===== config.mk =====
export PLATFORM = sky130hd
export DESIGN_NAME = counter_sequencer
export DESIGN_NICKNAME = d
export VERILOG_FILES = /design/src/rtl/counter_sequencer.sv
export SDC_FILE = /design/constraint.sdc
export NUM_CORES = 1
export LEC_CHECK = 0
export BUFFER_PORTS_ARGS = -buffer_cell sky130_fd_sc_hd__clkbuf_2
export CAP_MARGIN = 25
export CELL_PAD_IN_SITES_DETAIL_PLACEMENT = 0
export CELL_PAD_IN_SITES_GLOBAL_PLACEMENT = 1
export CORE_ASPECT_RATIO = 1.5
export CORE_MARGIN = 4
export CORE_UTILIZATION = 41
export CTS_CLUSTER_SIZE = 10
export DETAILED_ROUTE_END_ITERATION = 10
export PLACE_DENSITY_LB_ADDON = 0.1
export SETUP_SLACK_MARGIN = 0.4
export SYNTH_ARGS = -nofsm -noshare
export SYNTH_HDL_FRONTEND = slang
export SYNTH_SLANG_ARGS = --single-unit

===== constraint.sdc =====
create_clock -name clk -period 2 [get_ports clk]
set_clock_uncertainty 0.05 [all_clocks]
set_input_delay 0.1 -clock clk [delete_from_list [all_inputs] [get_ports clk]]
set_output_delay 0.1 -clock clk [all_outputs]
set_load 0.02 [all_outputs]

===== src/rtl/counter_sequencer.sv =====
// Run/hold/done count sequencer with a configurable terminal count and one-shot
// or periodic operation; every output is taken directly from a flop.
module counter_sequencer #(
    parameter logic [3:0] DEFAULT_LIMIT = 4'd15,
    parameter logic       DEFAULT_MODE  = 1'b0
) (
    input  logic       clk,
    input  logic       reset,
    input  logic       start,
    input  logic       stop,
    input  logic       pause,
    input  logic       cfg_we,
    input  logic [3:0] cfg_limit,
    input  logic       cfg_mode,
    output logic [3:0] count,
    output logic [1:0] state,
    output logic       busy,
    output logic       done,
    output logic       tc_pulse,
    output logic [7:0] periods,
    output logic       cfg_err
);

    typedef enum logic [1:0] {
        ST_IDLE = 2'b00,
        ST_RUN  = 2'b01,
        ST_HOLD = 2'b10,
        ST_DONE = 2'b11
    } state_e;

    state_e     state_q, state_d;
    logic [3:0] count_q, count_d;
    logic [3:0] limit_q, limit_d;
    logic       mode_q, mode_d;
    logic       busy_q, busy_d;
    logic       done_q, done_d;
    logic       tc_q, tc_d;
    logic [7:0] periods_q, periods_d;
    logic       cfg_err_q, cfg_err_d;
    logic       active_s;

    // Next-state, configuration and status computation.
    always_comb begin
        state_d   = state_q;
        count_d   = count_q;
        limit_d   = limit_q;
        mode_d    = mode_q;
        tc_d      = 1'b0;
        periods_d = periods_q;
        cfg_err_d = 1'b0;
        active_s  = (state_q == ST_RUN) || (state_q == ST_HOLD);

        // Configuration is only safe to change while no run is in flight.
        if (cfg_we) begin
            if (active_s) begin
                cfg_err_d = 1'b1;
            end else begin
                limit_d = cfg_limit;
                mode_d  = cfg_mode;
            end
        end else begin
            cfg_err_d = 1'b0;
        end

        if (stop) begin
            state_d = ST_IDLE;
            count_d = 4'd0;
        end else if (pause) begin
            // Pause freezes everything, including a pending terminal count.
            if (state_q == ST_RUN) begin
                state_d = ST_HOLD;
            end else begin
                state_d = state_q;
            end
        end else begin
            case (state_q)
                ST_IDLE: begin
                    count_d = 4'd0;
                    if (start) begin
                        state_d   = ST_RUN;
                        periods_d = 8'd0;
                    end else begin
                        state_d = ST_IDLE;
                    end
                end
                ST_RUN: begin
                    if (count_q == limit_q) begin
                        tc_d      = 1'b1;
                        periods_d = (periods_q == 8'd255) ? 8'd255 : periods_q + 8'd1;
                        if (mode_q) begin
                            count_d = 4'd0;
                        end else begin
                            state_d = ST_DONE;
                        end
                    end else begin
                        count_d = count_q + 4'd1;
                    end
                end
                ST_HOLD: begin
                    state_d = ST_RUN;
                end
                ST_DONE: begin
                    if (start) begin
                        state_d   = ST_RUN;
                        count_d   = 4'd0;
                        periods_d = 8'd0;
                    end else begin
                        state_d = ST_DONE;
                    end
                end
                default: begin
                    state_d = ST_IDLE;
                    count_d = 4'd0;
                end
            endcase
        end

        busy_d = (state_d == ST_RUN) || (state_d == ST_HOLD);
        done_d = (state_d == ST_DONE);
    end

    // State and registered outputs, cleared asynchronously by reset.
    always_ff @(posedge clk or negedge reset) begin
        if (!reset) begin
            state_q   <= ST_IDLE;
            count_q   <= 4'd0;
            limit_q   <= DEFAULT_LIMIT;
            mode_q    <= DEFAULT_MODE;
            busy_q    <= 1'b0;
            done_q    <= 1'b0;
            tc_q      <= 1'b0;
            periods_q <= 8'd0;
            cfg_err_q <= 1'b0;
        end else begin
            state_q   <= state_d;
            count_q   <= count_d;
            limit_q   <= limit_d;
            mode_q    <= mode_d;
            busy_q    <= busy_d;
            done_q    <= done_d;
            tc_q      <= tc_d;
            periods_q <= periods_d;
            cfg_err_q <= cfg_err_d;
        end
    end

    assign count    = count_q;
    assign state    = state_q;
    assign busy     = busy_q;
    assign done     = done_q;
    assign tc_pulse = tc_q;
    assign periods  = periods_q;
    assign cfg_err  = cfg_err_q;

endmodule

* Yosys cells after proc, flatten, opt, wreduce, memory -nomap -nowiden *
Index checks and enable logic that the tools add are counted.
Widths: inputs -> output; s select.

word-level totals
  bits in registers = 23
  input bits = 11
  output and inout port bits = 18

cells by class
  add/subtract/negate cells = 2
  equality and inequality tests = 13
  multiplexer cells = 24
  bitwise logic cells = 3
  reduce and logical (&&, ||, !) cells = 9

operators with widths
  operator             number
  $mux 8               3
  $mux 4               5
  $pmux 8 s2           1
  $mux 2               6
  $pmux 4 s3           1
  $add 8x1->8 const B  1
  $eq 2x2->1 const B   4
  $eq 8x8->1 const B   1
  $pmux 2 s4           1
  $mux 1               7
  $reduce_and 5->1     1
  $add 4x1->4 const B  1
  $eq 2x1->1 const B   2
  $eq 4x4->1           1
  $ne 2x1->1 const B   2
  $ne 4x4->1 const B   1
  $reduce_and 4->1     1
  $reduce_bool 4->1    1
  $ne 3x3->1 const B   1
  $not 1->1            3
  $logic_not 2->1      1
  $logic_or 1x1->1     2
  $ne 2x2->1 const B   1
  $reduce_and 2->1     1
  other kinds (2)      2

* Longest topological paths before layout *
Gate-level depths: netlist of run 1.

  word-level depth = 7
  depth in mapped cells = 6
  gate-level depth less buffers = 6

* Worst setup path after synthesis of run 1 *
No wires, ideal clock.

  kind = reg2reg
  from = register state_q[0] (netlist: state[0])
  to = register mode_q
  library setup time = 127 ps
  arrival = 1,699 ps
  required time = 1,823 ps
  setup slack = 124 ps
  cell stages (with the launch flop) = 6
  path through = dfrtp_1 inv_1 ha_1 buf_4 nor2b_1 mux2_1

on the way
  cells in the longest elaborated chain, start to end = 4
  elaborated cells on any way between the ends = 5
  those cells by class = eq/ne: 2; bitwise: 1; reduce/logical: 2

ends and longest elaborated chain
  item                                             RTL line  text
  start, declared                                  31        state_e state_q, state_d;
  start signal, assigned                           135       state_q <= state_d;
  $eq 2x1->1 / $eq 2x2->1 (equally long branches)  51        active_s = (state_q == ST_RUN) || (state_q == ST_HOLD);
  $logic_or 1x1->1 (*)                             51
  $not 1->1 (no line) (*)                          n/a
  $reduce_and 2->1 (no line) (*)                   n/a
  end signal, assigned                             138       mode_q <= mode_d;
  end, declared                                    34        logic mode_q, mode_d;

Mark *: on every way between the ends. The rest lies on a longest branch, timed or not.
A chain may end at the register's enable or synchronous reset.

* Worst setup path after layout of run 1 *
  from = register state_q[0] (netlist: state[0])
  to = register busy_q (netlist: busy)

on the way
  elaborated cells on any way between the ends = 13
  those cells by class = eq/ne: 5; mux: 6; reduce/logical: 2

RTL lines
  item                                             RTL line  text
  $eq 2x2->1, or another cell as far along         76        case (state_q)
  $pmux 2 s4 / $mux 2 (equally long branches)      76, 70
  $mux 2 (*)                                       68        end else if (pause) begin
  $mux 2 (*)                                       65        if (stop) begin
  named net state_d[1]                             31
  $eq 2x1->1 / $eq 2x2->1 (equally long branches)  118       busy_d = (state_d == ST_RUN) || (state_d == ST_HOLD);
  $logic_or 1x1->1 (*)                             118
  named net busy_d                                 35        logic busy_q, busy_d;
  end signal, assigned                             139       busy_q <= busy_d;
  end, declared                                    35

The timed path passes the listed nets; every way through them passes the cells marked *.

==> results of run 1 <==
==> registers in the layout (all words and copies together) (netlist names) <==
name and flops:
mode_q 1, tc_pulse 1, limit_q 4, busy 1
done 1, count 4, state 2, cfg_err 1
periods 8
==> critical path, stage by stage (launching register included) <==
cell,delay [ns]
dfrtp_2,0.45
ha_1,0.22
nor2b_2,0.18
nor2_1,0.13
nor3_1,0.07
a31o_1,0.21
ha_1,0.27
==> through the flow <==
step	utilization	cell area, µm²	power, W	hold slack (ns)
2_1_floorplan	-	1280	0.000667	-0.246
3_3_place_gp	0.496	1460	0.000727	0.0768
3_5_place_dp	0.496	1460	0.000732	0.0831
4_1_cts	0.537	1580	0.00105	0.000681
5_1_grt	0.602	1770	0.00115	0.00656
6_report	0.602	1770	0.00108	0.00282
==> where the power goes <==
group	leakage (nW)	total (W)	internal (W)	switching (W)
clock network	0.0228	0.000287	0.000142	0.000145
logic	0.436	0.000252	0.000118	0.000134
registers	0.294	0.000545	0.000507	0.0000381
==> worst min-delay path by stage <==
stage          cells past startpoint          from          to  slack (ns)
6_report                           2  cfg_limit[0]  limit_q[0]       0.003
5_1_grt                            2      cfg_mode      mode_q       0.007
4_1_cts                            2  cfg_limit[0]  limit_q[0]      0.0007
3_5_place_dp                       1         reset        done        0.08
3_3_place_gp                       1         reset        done        0.08
2_1_floorplan                      0         reset        busy       -0.25
==> cells in the mapped netlist, drive strengths merged, types with 2 or more instances <==
cell type  count
dfstp          4
o21ai         13
nor4           3
nor2           5
and2           2
ha             7
nor4b          2
a2bb2oi        6
and3           2
dfrtp         19
mux2i          3
o31ai          3
a21oi          2
nor2b          2
nand4          2
inv            9
nor3b          2
nand3          2
nand2          6
nor3           4
mux2           5
a41oi          2
xnor2          4
==> kinds of logic after synthesis <==
logic type      after synthesis  share of synthesized area
fa+ha+maj                     7                     0.0695
buf+inv                      11                     0.0357
compound gates               29                      0.163
mux                           8                     0.0685
flops                        23                      0.461
xor+xnor                      4                     0.0516
simple gates                 34                      0.151
==> layout by cell type, fill, tap and decap left out, types with 2 or more instances in the layout <==
master,netlist,layout
dfrtp_1,19,14
nand2_1,6,6
inv_1,9,6
o31ai_1,3,3
nor3b_2,0,2
and2_1,2,2
mux2i_1,3,3
ha_4,0,3
dfrtp_2,0,5
buf_4,1,8
o21ai_0,8,8
nor2_1,4,4
o21ai_1,4,3
clkbuf_8,0,3
nand3_1,2,2
nand4_1,2,2
and3_1,2,2
mux2_1,5,5
o21ai_2,1,2
ha_1,7,4
xnor2_4,0,3
nor3_1,4,2
clkbuf_2,0,28
dlygate4sd3_1,0,2
buf_6,0,2
a21oi_1,2,2
a2bb2oi_1,6,5
inv_4,0,2
nor4_2,0,2
dfstp_2,4,4
==> timing repair <==
item,4_1_cts,5_1_grt
buffers inserted,1,9
endpoints found under the setup margin,13,14
resized for setup,8,25
hold buffers,2,0
pin swaps,6,14
gates cloned,1,0
endpoints found under the hold margin,20,0
==> final cells by class <==
class / instances / area share
Clock buffer: 4 / 0.0254
Inverter: 9 / 0.0219
Multi-Input combinational cell: 83 / 0.457
Sequential cell: 23 / 0.331
Tap cell: 39 / 0.0276
Timing Repair Buffer: 40 / 0.137
==> routing by layer <==
metal,track usage,routed length [µm],up-vias,share of wire
li1,-,-,514,-
met2,0.296,1780,29,0.57
met3,0.0235,119,6,0.038
met1,0.187,1190,539,0.38
met4,0.0739,54,0,0.017
met5,0,0,-,0
==> results.sh, run 1 <==
export IMPL_cts_root_buf="clkbuf_8"
export IMPL_viasPerCell=5.49
export IMPL_startpoint_type="flip-flop"
export IMPL_start_util=0.428
export IMPL_antenna_found_initial=0
export IMPL_dp_slack_ns=0.195
export IMPL_cellPowerDensity_nw_per_um2=612
export IMPL_cts_num_sinks=23
export IMPL_nNetsFinal=178
export IMPL_finalNonFillerCells=198
export IMPL_dp_cells=181
export IMPL_ir_drop_mv=0.380
export IMPL_cp_max_fo=4
export IMPL_rows=24
export IMPL_yosys_most_used_dff="dfrtp_1"
export IMPL_synth_area_um2=1260
export IMPL_cp_startpoint="state[0]"
export IMPL_critPathArrivalTime_ns=1.79
export IMPL_crit_end="busy"
export IMPL_clk_pin_slew_ns=0.08
export IMPL_post_route_min_period_ns=1.69
export IMPL_core_um2=2940
export IMPL_grt_max_degree=24
export IMPL_yosysWarnings=0
export IMPL_period_share=0.846
export IMPL_drt_total_wl_um=3140
export IMPL_max_freq_mhz=591
export IMPL_syn_num_nets=134
export IMPL_relSlewSlack=0.611
export IMPL_netlist_top_cells_area="dfrtp_1, dfstp_2, ha_1"
export IMPL_maxCapViolations=0
export IMPL_finalMaxSlewViolations=0
export IMPL_cts_tree="yes"
export IMPL_io_pins=29
export IMPL_synth_edff_count=0
export IMPL_min_path_type="input port to flip-flop"
export IMPL_cts_buffers=3
export IMPL_multi_input_area_um2=808
export IMPL_hold_viol=0
export IMPL_ys_seq_area_frac=0.461
export IMPL_setup_tns_ns=0
export IMPL_worstSetupEndpointType="flip-flop"
export IMPL_setup_viol=0
export IMPL_yosysTopAreaCell="dfrtp_1"
export IMPL_vias=1088
export IMPL_cp_required_ns=2.10
export IMPL_grt_pass1_wl_um=4890
export IMPL_die_area_um2=4040
export IMPL_io_buffers=28
export IMPL_synthToLayoutAreaGrowth_pct=40.5
export IMPL_path_class="flip-flop to flip-flop"
export IMPL_routedWlPerCell_um=15.9
export IMPL_drive_above_1_share=0.484
export IMPL_r2r_setup_slack_ns=0.31
export IMPL_fill_cells=282
export IMPL_grt_remaining_overflow=0
export IMPL_post_synth_cell_area_avg_um2=10.9
export IMPL_async_flop_share=1.00
export IMPL_clockBufferDepth=2
export IMPL_antennaDiodeCount=0
export IMPL_grt_pass1_vias=1078
export IMPL_ant_nets=0
export IMPL_drt_initial_drc_count=20
export IMPL_r2r_end="busy"
export IMPL_fp_dieW_um=53.3
export IMPL_htreeDepth=1
export IMPL_worstMarginPinSlew_ns=0.584
export IMPL_finalWeightedCongestion=0.740
export IMPL_dr_pass1_iters=4
export IMPL_track_usage=0.164
export IMPL_reg2reg_from="state[0]"
export IMPL_synth_seq_cells=23
export IMPL_syn_inst=116
export IMPL_rsz0062_at_grt="true"
export IMPL_drc=0
export IMPL_status="completed"
export IMPL_yosysTopAreaCellShare=0.377
export IMPL_seq_area_um2=587
export IMPL_hpwl_um=2110
export IMPL_p_leak_nw=0.753
export IMPL_clk_latency_ns=0.26
export IMPL_reg2reg_depth=6
export IMPL_dieHeight_um=75.9
export IMPL_worst_slack_ns=0.308
export IMPL_yosysUniqueCellTypes=34
No activity file was read; power rests on OpenSTA's default activity.
==> inputs of run 2 (changes only) <==
Clock period 2 ns to 1.61 ns, I/O delays scaled along.
==> run 2 against run 1 <==
The flow now finishes with violations (negative setup slack); largest power group unchanged; non-clock buffer count grew 7; largest cell class unchanged; utilization grew 3.1 points; sequential share of layout area shrank 1.7 points; die area is the same.
==> results.sh, run 2 (synthesized netlist as in run 1, its figures left out) <==
export IMPL_status="finished with violations"
export IMPL_violations="negative setup slack"
export IMPL_path_class="flip-flop to flip-flop"
export IMPL_viasPerCell=5.22
export IMPL_r2r_setup_slack_ns=-0.04
export IMPL_dp_slack_ns=-0.0908
export IMPL_grt_pass1_wl_um=4840
export IMPL_start_util=0.428
export IMPL_antenna_found_initial=0
export IMPL_setup_tns_ns=-0.0831
export IMPL_final_cell_mix="clkbuf_2, dfrtp_1, buf_4, o21ai_0"
export IMPL_cp_max_fo=4
export IMPL_maxCapViolations=0
export IMPL_r2r_end="count[1]"
export IMPL_clk_pin_slew_ns=0.08
export IMPL_cellPowerDensity_nw_per_um2=728
export IMPL_grt_remaining_overflow=0
export IMPL_rsz0062_at_grt="true"
export IMPL_whs_endpoint="limit_q[1]"
export IMPL_die_area_um2=4040
export IMPL_slowest_delay_ns=0.56
export IMPL_nNetsFinal=184
export IMPL_dr_pass1_iters=4
export IMPL_io_pins=29
export IMPL_fp_dieW_um=53.3
export IMPL_worstSetupEndpointType="flip-flop"
export IMPL_cts_tree="yes"
export IMPL_core_um2=2940
export IMPL_track_usage=0.167
export IMPL_grt_pass1_vias=1082
export IMPL_dieHeight_um=75.9
export IMPL_largest_reg_flops=8
export IMPL_finalWeightedCongestion=0.791
export IMPL_hold_viol=0
export IMPL_cts_num_sinks=23
export IMPL_ant_nets=0
export IMPL_drc=0
export IMPL_p_leak_nw=0.801
export IMPL_whs_path_depth=2
export IMPL_io_buffers=28
export IMPL_worstMarginPinSlew_ns=0.584
export IMPL_antennaDiodeCount=0
export IMPL_min_path_type="input port to flip-flop"
export IMPL_reg2reg_depth=4
export IMPL_post_route_min_period_ns=1.65
export IMPL_path_cells="xnor2_2 -> nand4_1 -> o32a_1 -> mux2i_1"
export IMPL_cts_root_buf="clkbuf_8"
export IMPL_whs_ns=0.0184
export IMPL_min_from="cfg_limit[1]"
export IMPL_grt_max_degree=24
export IMPL_vias=1064
export IMPL_drive_above_1_share=0.545
export IMPL_setup_viol=5
export IMPL_final_util=0.633
export IMPL_relSlewSlack=0.611
export IMPL_mostFrequentLayoutCell="clkbuf_2"
export IMPL_finalPower_w=0.00136
export IMPL_rows=24
export IMPL_clockBufferDepth=2
export IMPL_crit_slowest_cell="dfstp_2"
export IMPL_drt_initial_drc_count=23
export IMPL_max_freq_mhz=607
export IMPL_critPathArrivalTime_ns=1.74
export IMPL_ir_drop_mv=0.773
export IMPL_worst_slack_ns=-0.0375
export IMPL_finalMaxSlewViolations=0
export IMPL_startpoint_type="flip-flop"
export IMPL_htreeDepth=1
export IMPL_period_share=1.02
export IMPL_synthToLayoutAreaGrowth_pct=47.8
export IMPL_cts_buffers=3
export IMPL_fill_cells=262
export IMPL_drt_total_wl_um=2970
export IMPL_routedWlPerCell_um=14.5
export IMPL_clk_latency_ns=0.26
export IMPL_reg2reg_from="limit_q[0]"
export IMPL_cp_startpoint="limit_q[0]"
export IMPL_hpwl_um=2180
export IMPL_cp_required_ns=1.70
## run 2: changes by cell type in the layout (fill, tap and decap cells not counted), moves of 3 or more
cell and delta:
mux2_1 -4, dlygate4sd3_1 +4, mux2_4 +4, buf_4 +3
## run 2: power by group
group          switching, W  internal [W]  leakage, nW
combinational      0.000173      0.000161        0.481
sequential        0.0000435      0.000629        0.295
clock              0.000176      0.000172       0.0255
total              0.000393      0.000963        0.801
## run 2: how the worst max path moves through the flow
stage | slack (ns) | cells after the start | to
2_1_floorplan | 0.06 | 6 | periods[0]
3_3_place_gp | -0.13 | 4 | periods[0]
3_5_place_dp | -0.09 | 4 | periods[0]
4_1_cts | -0.03 | 4 | count[1]
5_1_grt | -0.11 | 4 | periods[0]
6_report | -0.04 | 4 | count[1]
## run 2: worst max-delay path, delay by kind of cell, from the launching register on
| kind | cells | cell delay (ns) |
|---|---|---|
| compound gates | 1 | 0.44 |
| mux | 1 | 0.14 |
| simple gates | 1 | 0.19 |
| flops | 1 | 0.56 |
| xor+xnor | 1 | 0.16 |
## run 2: metrics by stage
stage                     std cells  cell area [µm²]
after global routing            204             1860
after CTS                       203             1830
after detailed placement        190             1560
after floorplan                 116             1320
after global placement          190             1560
final                           204             1860
## run 2: final cells by class
class | count | area (µm²) | area share
repair buffers | 47 | 305 | 0.164
flip-flops and latches | 23 | 586 | 0.315
inverters | 9 | 36.3 | 0.0195
clock buffers | 3 | 41.3 | 0.0222
well taps | 39 | 48.8 | 0.0262
clock inverters | 1 | 5.00 | 0.00269
multi-input cells | 82 | 840 | 0.451
## run 2: routing by layer
metal / part of all wire / up-vias / GRT usage
li1: - / 520 / -
met5: 0 / - / 0
met3: 0.025 / 2 / 0.0176
met1: 0.42 / 525 / 0.197
met4: 0.0078 / 0 / 0.0682
met2: 0.54 / 17 / 0.302
## run 2: what timing repair did
action,4_1_cts,5_1_grt
pin swaps,14,4
hold buffers,6,0
setup endpoints to repair,21,23
setup buffers,3,1
hold endpoints to repair,24,0
resized for setup,24,6
